### config.mk
export PLATFORM = sky130hd
export DESIGN_NAME = uart_byte_receiver
export DESIGN_NICKNAME = d
export VERILOG_FILES = /design/src/rtl/uart_byte_receiver.sv
export SDC_FILE = /design/constraint.sdc
export NUM_CORES = 1
export LEC_CHECK = 0
export ABC_CLOCK_PERIOD_IN_PS = 2200
export BUFFER_PORTS_ARGS = -buffer_cell sky130_fd_sc_hd__buf_2
export CAP_MARGIN = 20
export CELL_PAD_IN_SITES_DETAIL_PLACEMENT = 0
export CELL_PAD_IN_SITES_GLOBAL_PLACEMENT = 1
export CORE_MARGIN = 10
export CORE_UTILIZATION = 42
export DETAILED_ROUTE_END_ITERATION = 6
export MAX_ROUTING_LAYER = met4
export PLACE_DENSITY = 0.73
export SLEW_MARGIN = 0
export SYNTH_ARGS = -nofsm -noshare
export SYNTH_HDL_FRONTEND = slang
export SYNTH_SLANG_ARGS = --single-unit
### constraint.sdc
create_clock -name clk -period 2.2 [get_ports clk]
set_input_delay 0 -clock clk [delete_from_list [all_inputs] [get_ports clk]]
set_output_delay 0 -clock clk [all_outputs]
set_load 0.01 [all_outputs]
### src/rtl/uart_byte_receiver.sv
// 8N1 UART byte receiver: 2-FF input synchronizer, mid-bit sampling, start-bit
// glitch rejection and framing-error detection. Only clean frames update out_byte.
module uart_byte_receiver #(
    parameter int CLK_FREQ = 50_000_000,
    parameter int BAUD     = 9600
) (
    input  logic       clk,
    input  logic       rst_n,
    input  logic       uart_rx,
    output logic [7:0] out_byte,
    output logic       rx_valid,
    output logic       frame_err,
    output logic       busy
);

    localparam int CPB  = CLK_FREQ / BAUD;
    localparam int HALF = CPB / 2;
    localparam int CW   = (CPB > 1) ? $clog2(CPB) : 1;

    localparam logic [CW-1:0] CNT_HALF = CW'(HALF - 1);
    localparam logic [CW-1:0] CNT_LAST = CW'(CPB - 1);

    // Fewer than 4 clocks per bit leaves no room for a meaningful mid-bit sample.
    if (CPB < 4) begin : g_cpb_check
        $error("uart_byte_receiver: CLK_FREQ/BAUD must be at least 4");
    end

    typedef enum logic [2:0] {
        IDLE,
        START,
        DATA,
        STOP,
        BREAK
    } state_t;

    state_t        state_q, state_d;
    logic          rx_meta_q;
    logic          rx_s_q;
    logic [CW-1:0] cnt_q, cnt_d;
    logic [2:0]    bidx_q, bidx_d;
    logic [7:0]    shift_q, shift_d;
    logic [7:0]    out_byte_q, out_byte_d;
    logic          rx_valid_q, rx_valid_d;
    logic          frame_err_q, frame_err_d;

    // Sync flops reset to the idle line level so reset release never looks like a start bit.
    always_ff @(posedge clk or negedge rst_n) begin
        if (!rst_n) begin
            rx_meta_q <= 1'b1;
            rx_s_q    <= 1'b1;
        end else begin
            rx_meta_q <= uart_rx;
            rx_s_q    <= rx_meta_q;
        end
    end

    always_ff @(posedge clk or negedge rst_n) begin
        if (!rst_n) begin
            state_q     <= IDLE;
            cnt_q       <= '0;
            bidx_q      <= '0;
            shift_q     <= '0;
            out_byte_q  <= '0;
            rx_valid_q  <= 1'b0;
            frame_err_q <= 1'b0;
        end else begin
            state_q     <= state_d;
            cnt_q       <= cnt_d;
            bidx_q      <= bidx_d;
            shift_q     <= shift_d;
            out_byte_q  <= out_byte_d;
            rx_valid_q  <= rx_valid_d;
            frame_err_q <= frame_err_d;
        end
    end

    always_comb begin
        state_d     = state_q;
        cnt_d       = cnt_q;
        bidx_d      = bidx_q;
        shift_d     = shift_q;
        out_byte_d  = out_byte_q;
        rx_valid_d  = 1'b0;
        frame_err_d = 1'b0;

        case (state_q)
            IDLE: begin
                if (!rx_s_q) begin
                    state_d = START;
                    cnt_d   = '0;
                end
            end

            // A start bit that is high again at its midpoint was only a glitch.
            START: begin
                if (cnt_q == CNT_HALF) begin
                    if (rx_s_q) begin
                        state_d = IDLE;
                    end else begin
                        state_d = DATA;
                        cnt_d   = '0;
                        bidx_d  = '0;
                    end
                end else begin
                    cnt_d = cnt_q + 1'b1;
                end
            end

            DATA: begin
                if (cnt_q == CNT_LAST) begin
                    shift_d[bidx_q] = rx_s_q;
                    cnt_d           = '0;
                    if (bidx_q == 3'd7) begin
                        state_d = STOP;
                    end else begin
                        bidx_d = bidx_q + 3'd1;
                    end
                end else begin
                    cnt_d = cnt_q + 1'b1;
                end
            end

            STOP: begin
                if (cnt_q == CNT_LAST) begin
                    cnt_d = '0;
                    if (rx_s_q) begin
                        out_byte_d = shift_q;
                        rx_valid_d = 1'b1;
                        state_d    = IDLE;
                    end else begin
                        frame_err_d = 1'b1;
                        state_d     = BREAK;
                    end
                end else begin
                    cnt_d = cnt_q + 1'b1;
                end
            end

            // Line held low after a bad stop bit: wait for idle before hunting again.
            BREAK: begin
                if (rx_s_q) begin
                    state_d = IDLE;
                end
            end

            default: begin
                state_d = IDLE;
            end
        endcase
    end

    assign out_byte  = out_byte_q;
    assign rx_valid  = rx_valid_q;
    assign frame_err = frame_err_q;
    assign busy      = (state_q != IDLE);

endmodule

=== Word level (Yosys, flattened, before mapping) ===
Index checks and enable logic that the tools add are counted.

* Add/subtract/negate cells: 2
* Magnitude comparators: 2
* Eq/ne operators: 15
* Multiplexer cells: 27
* Reductions and logical operators: 10

{| class="wikitable"
|+ Operators by type and width
! kind !! count
|-
| 13-bit two-way mux || 3
|-
| 13-bit case mux with 3 select lines || 1
|-
| 3-bit two-way mux || 11
|-
| 2-bit inequality test (second input constant) || 8
|-
| 3-bit case mux with 5 select lines || 1
|-
| 13-bit by 1-bit adder with 13-bit output (second input constant) || 1
|-
| 13-bit by 12-bit equality test with 1-bit output (second input constant) || 1
|-
| 13-bit equality test (second input constant) || 1
|-
| 8-bit bitwise mux || 1
|-
| 1-bit two-way mux || 7
|-
| 3-bit by 2-bit equality test with 1-bit output (second input constant) || 2
|-
| 3-bit equality test (second input constant) || 2
|-
| 3-bit case mux with 2 select lines || 1
|-
| 6-bit AND reduction || 1
|-
| 3-bit nonzero test || 2
|-
| 5-bit AND reduction || 1
|-
| 3-bit by 4-bit less-than comparator with 1-bit output (second input constant) || 1
|-
| 3-bit by 1-bit adder with 3-bit output (second input constant) || 1
|-
| 1-bit demux with 3-bit select || 1
|-
| 3-bit by 1-bit equality test with 1-bit output (second input constant) || 1
|-
| 3-bit by 1-bit >= comparator with 1-bit output (second input constant) || 1
|-
| 3-bit logical NOT || 1
|-
| 3-bit AND reduction || 1
|-
| 2-bit two-way mux || 1
|-
| 4 further kinds || 4
|}

* Register bits: 39
* Input bits: 3
* Output and inout port bits: 11
* Word-level logic and storage cells: 65

=== Logic depth before layout (Yosys ltp) ===
* Word-level depth: 5
* Depth in mapped cells: 7
* Depth with buffers taken out: 6

=== Least setup slack after synthesis ===
Ideal clock, no wire load.

* Path kind: reg-to-reg
* From: register cnt_q[3]
* To: register shift_q[3]
* Library setup time: 125 ps
* Arrival time: 1993 ps
* Path slack: 82 ps
* Cell stages (with the launch flop): 8
* Buffers on the path: 2
* Cell sequence: dfrtp_1 > clkbuf_1 > nor4b_1 > nand3_1 > or3_1 > buf_2 > nor3_1 > mux2_2

* Word-level cells in the longest chain between the ends: 2

{| class="wikitable"
|+ RTL lines
! element !! line !! text
|-
| from (decl) || 39 || <nowiki>logic [CW-1:0] cnt_q, cnt_d;</nowiki>
|-
| from (signal assigned) || 68 || <nowiki>cnt_q <= cnt_d;</nowiki>
|-
| 13-bit equality test || 110 || <nowiki>if (cnt_q == CNT_LAST) begin</nowiki>
|-
| 2-bit AND reduction (no line) || n/a ||
|-
| to (signal assigned) || 70 || <nowiki>shift_q <= shift_d;</nowiki>
|-
| to (decl) || 41 || <nowiki>logic [7:0] shift_q, shift_d;</nowiki>
|}

No other way between the ends.
A chain may end at the register's enable or synchronous reset.

=== Final worst setup path ===
* From: register cnt_q[0]
* To: register cnt_q[8]

* Word-level cells in the longest chain between the ends: 3
* Elaborated cells between the ends (all ways): 6

{| class="wikitable"
|+ RTL lines
! element !! line !! text
|-
| 13-bit by 1-bit adder with 13-bit output, or another cell as far along || 105, 119, 135 ||
|-
| 13-bit two-way mux (on tied branches) || 110, 124, 96 ||
|-
| 13-bit case mux with 3 select lines (*) || 86 || <nowiki>case (state_q)</nowiki>
|}

Mark *: on every way between the ends. The rest lies on a longest branch, timed or not.

==> metrics.cfg <==
[run_status]
status = finished, final reports clean

[floorplan]
fp.dieArea_mm2 = 0.00800
ios = 14
num_rows = 25
coreArea_mm2 = 0.00469
die_h_um = 89.5
die_w_um = 89.5
start_util = 0.432

[power]
p_leak_uw = 0.00115
power_uw = 1340
power.density_mw_per_mm2 = 546
ir_worst_vdd_mv = 0.385

[yosys]
synth-seq-cells = 39
syn_avg_cell_area_um2 = 10.3
yosysSeqAreaShare = 0.483
syn_area_mm2 = 0.00203
synth-edff-count = 0
synth_flop_cell = dfrtp_1
synth_top_area_share = 0.457
yosysWarningCount = 0
synth_most_common_cell = dfrtp_1
syn-instance-count = 197
async_flop_share = 1.00
synth.distinct_cells = 50
yosys-top-cells-count = dfrtp_1 (37), nand2_1 (18), mux2_2 (13), nor2_1 (12), a31oi_1 (11)
synth_nets = 203
synth_area_leader_cell = dfrtp_1
synth_compound_area_frac = 0.152
synth_xor_area_frac = 0
synthMuxAreaShare = 0.0790
yosys-top-cells-area = dfrtp_1 (46%), mux2_2 (7.2%), a31oi_1 (3.4%)
synthAdderAreaFrac = 0.0185
synth-simple-area-share = 0.227
synth_top_family_by_area = simple AND/OR/NAND/NOR gates

[critical_path]
required_ps = 2410
worst_ep_arrival_time_ps = 2370
r2r_start = cnt_q[0]
critPathKind = flip-flop to flip-flop
r2r_slack_ps = 40
worst-path-max-fanout = 6
worstSetupStartpointType = flip-flop
r2r_end = cnt_q[8]
reg2regPathDepth = 8
setup.worst_path.end_class = flip-flop

[min_path]
holdPathStages = 2
hp-class = input port to flip-flop
min_to = rx_meta_q
min-delay-start = uart_rx

[timing]
setup_viol_count_final = 0
period_share = 0.980
rsz0062_at_grt = true
drv_slew = 0
finalCriticalPeriod_ps = 2160
tns_ps = 0
max_freq_mhz = 464
tightestPinTransition_ps = 854
finalHoldViolCount = 0
timing.slew.headroom = 0.431
fin_skew_ps = 7.89

[drt]
final_antenna_net_count = 0
drt-total-wl_um = 4740
num_vias = 1662
drc = 0
viasPerCell = 5.83
dr.pass1.iters = 4
wire_per_inst_um = 16.6
drt_iter0_drc = 103

[finish]
multi_input_comb_area_mm2 = 0.00101
fin_util = 0.522
n_antenna_cell = 0
final_cells = 285
seq_area_um2 = 980
areaGrowthSynthToFinish_pct = 20.9
fillers = 414
nNetsFinal = 236
layout-drive-gt1-share = 0.333

[clocking]
cts_tree = done
cts.sinks = 39
clk_pin_slew_worst_paths_ps = 80
ctsHtreeMaxLevel = 2
clock-root-buffer = clkbuf_8
clock_latency_ps = 290
clockBufferDepth = 2
cts_buffers = 5

[global_routing]
grt_antenna_before_repair = 0
first_global_vias = 1660
grt_pass1_wl_um = 8190
grt_overflow_total = 0
grt_util_all_layers = 0.132
grt_max_degree = 40

[placed_design]
placedCellCount = 274
gp_congestion = 0.895
port_buffers = 13
dp_hpwl_um = 3470

[flow_run]
drv_cap = 0

## flip-flops by register name (all words and copies together), names as in the netlist
| name | flops |
|---|---|
| bidx_q | 3 |
| rx_meta_q | 1 |
| shift_q | 8 |
| cnt_q | 13 |
| state_q | 3 |
| rx_s_q | 1 |
| out_byte | 8 |
| rx_valid | 1 |
| frame_err | 1 |
## metal layers
layer  GRT usage  part of all wire  vias up
met5           -                 0        -
met4      0.0390             0.012        0
met3      0.0310             0.049        6
met2       0.193              0.45       45
met1       0.178              0.49      814
li1            -                 -      797
## power by group
group / leakage [µW] / total, µW / internal, µW / switching, µW
clock network: 0.0000514 / 591 / 339 / 253
logic: 0.000576 / 26.3 / 6.17 / 20.1
registers: 0.000522 / 720 / 720 / 0.884
total: 0.00115 / 1340 / 1060 / 274
## final cells by class
type,instances,share of cell area
multi-input cells,139,0.412
repair buffers,38,0.105
well taps,54,0.0276
clock inverters,2,0.0153
clock buffers,6,0.0296
inverters,7,0.0107
flip-flops and latches,39,0.400
## worst max-delay path: stages (launching register included)
cell     delay, ps
dfrtp_1        410
ha_2           210
buf_4          160
nand4_1        200
nor3_4          70
buf_4          150
mux2_2         320
or4_1          480
o21ai_1         90
## cells in the final DEF, fill, tap and decap left out, types with 3 or more instances in the layout
cell,count
inv_1,5
nand2_1,18
nor3_1,3
nand3_1,10
mux2_2,13
a22o_1,4
o21ai_0,7
clkbuf_8,5
a21oi_1,10
a31oi_1,11
dfrtp_1,36
and3_1,4
buf_2,13
o31ai_1,5
nor2_1,12
buf_4,23
## cells by family after synthesis
family | Yosys count
AO/OA/AOI/OAI | 46
multiplexers | 14
AND/OR/NAND/NOR | 76
flip-flops | 39
buffers and inverters | 19
adder cells (fa/ha/maj) | 3
## worst max-delay path by stage
stage               startpoint    endpoint  slack (ps)  depth (start not counted)
floorplan             cnt_q[3]  shift_q[3]          80                          7
global route          cnt_q[0]    cnt_q[8]         -30                          8
CTS                   cnt_q[0]  shift_q[0]          20                          6
detailed placement    cnt_q[5]  shift_q[0]          10                          5
finish                cnt_q[0]    cnt_q[8]          40                          8
global placement      cnt_q[7]   bidx_q[2]          50                          5
## what timing repair did
action | in CTS | in global routing
setup endpoints to repair | 0 | 11
hold buffers | 2 | 0
hold endpoints to repair | 38 | 0
setup buffers | 0 | 1
gates resized for setup | 0 | 7
## metrics by stage
step | setup slack (ps) | area (µm²) | hold slack [ps]
after global placement | 54.4 | 2270 | 112
after CTS | 17.7 | 2400 | 356
after global routing | -29.2 | 2450 | 354
final | 43.8 | 2450 | 352
after floorplan | 81.8 | 2030 | -296
after detailed placement | 14.6 | 2270 | 111
(Power assumes the default switching activity.)
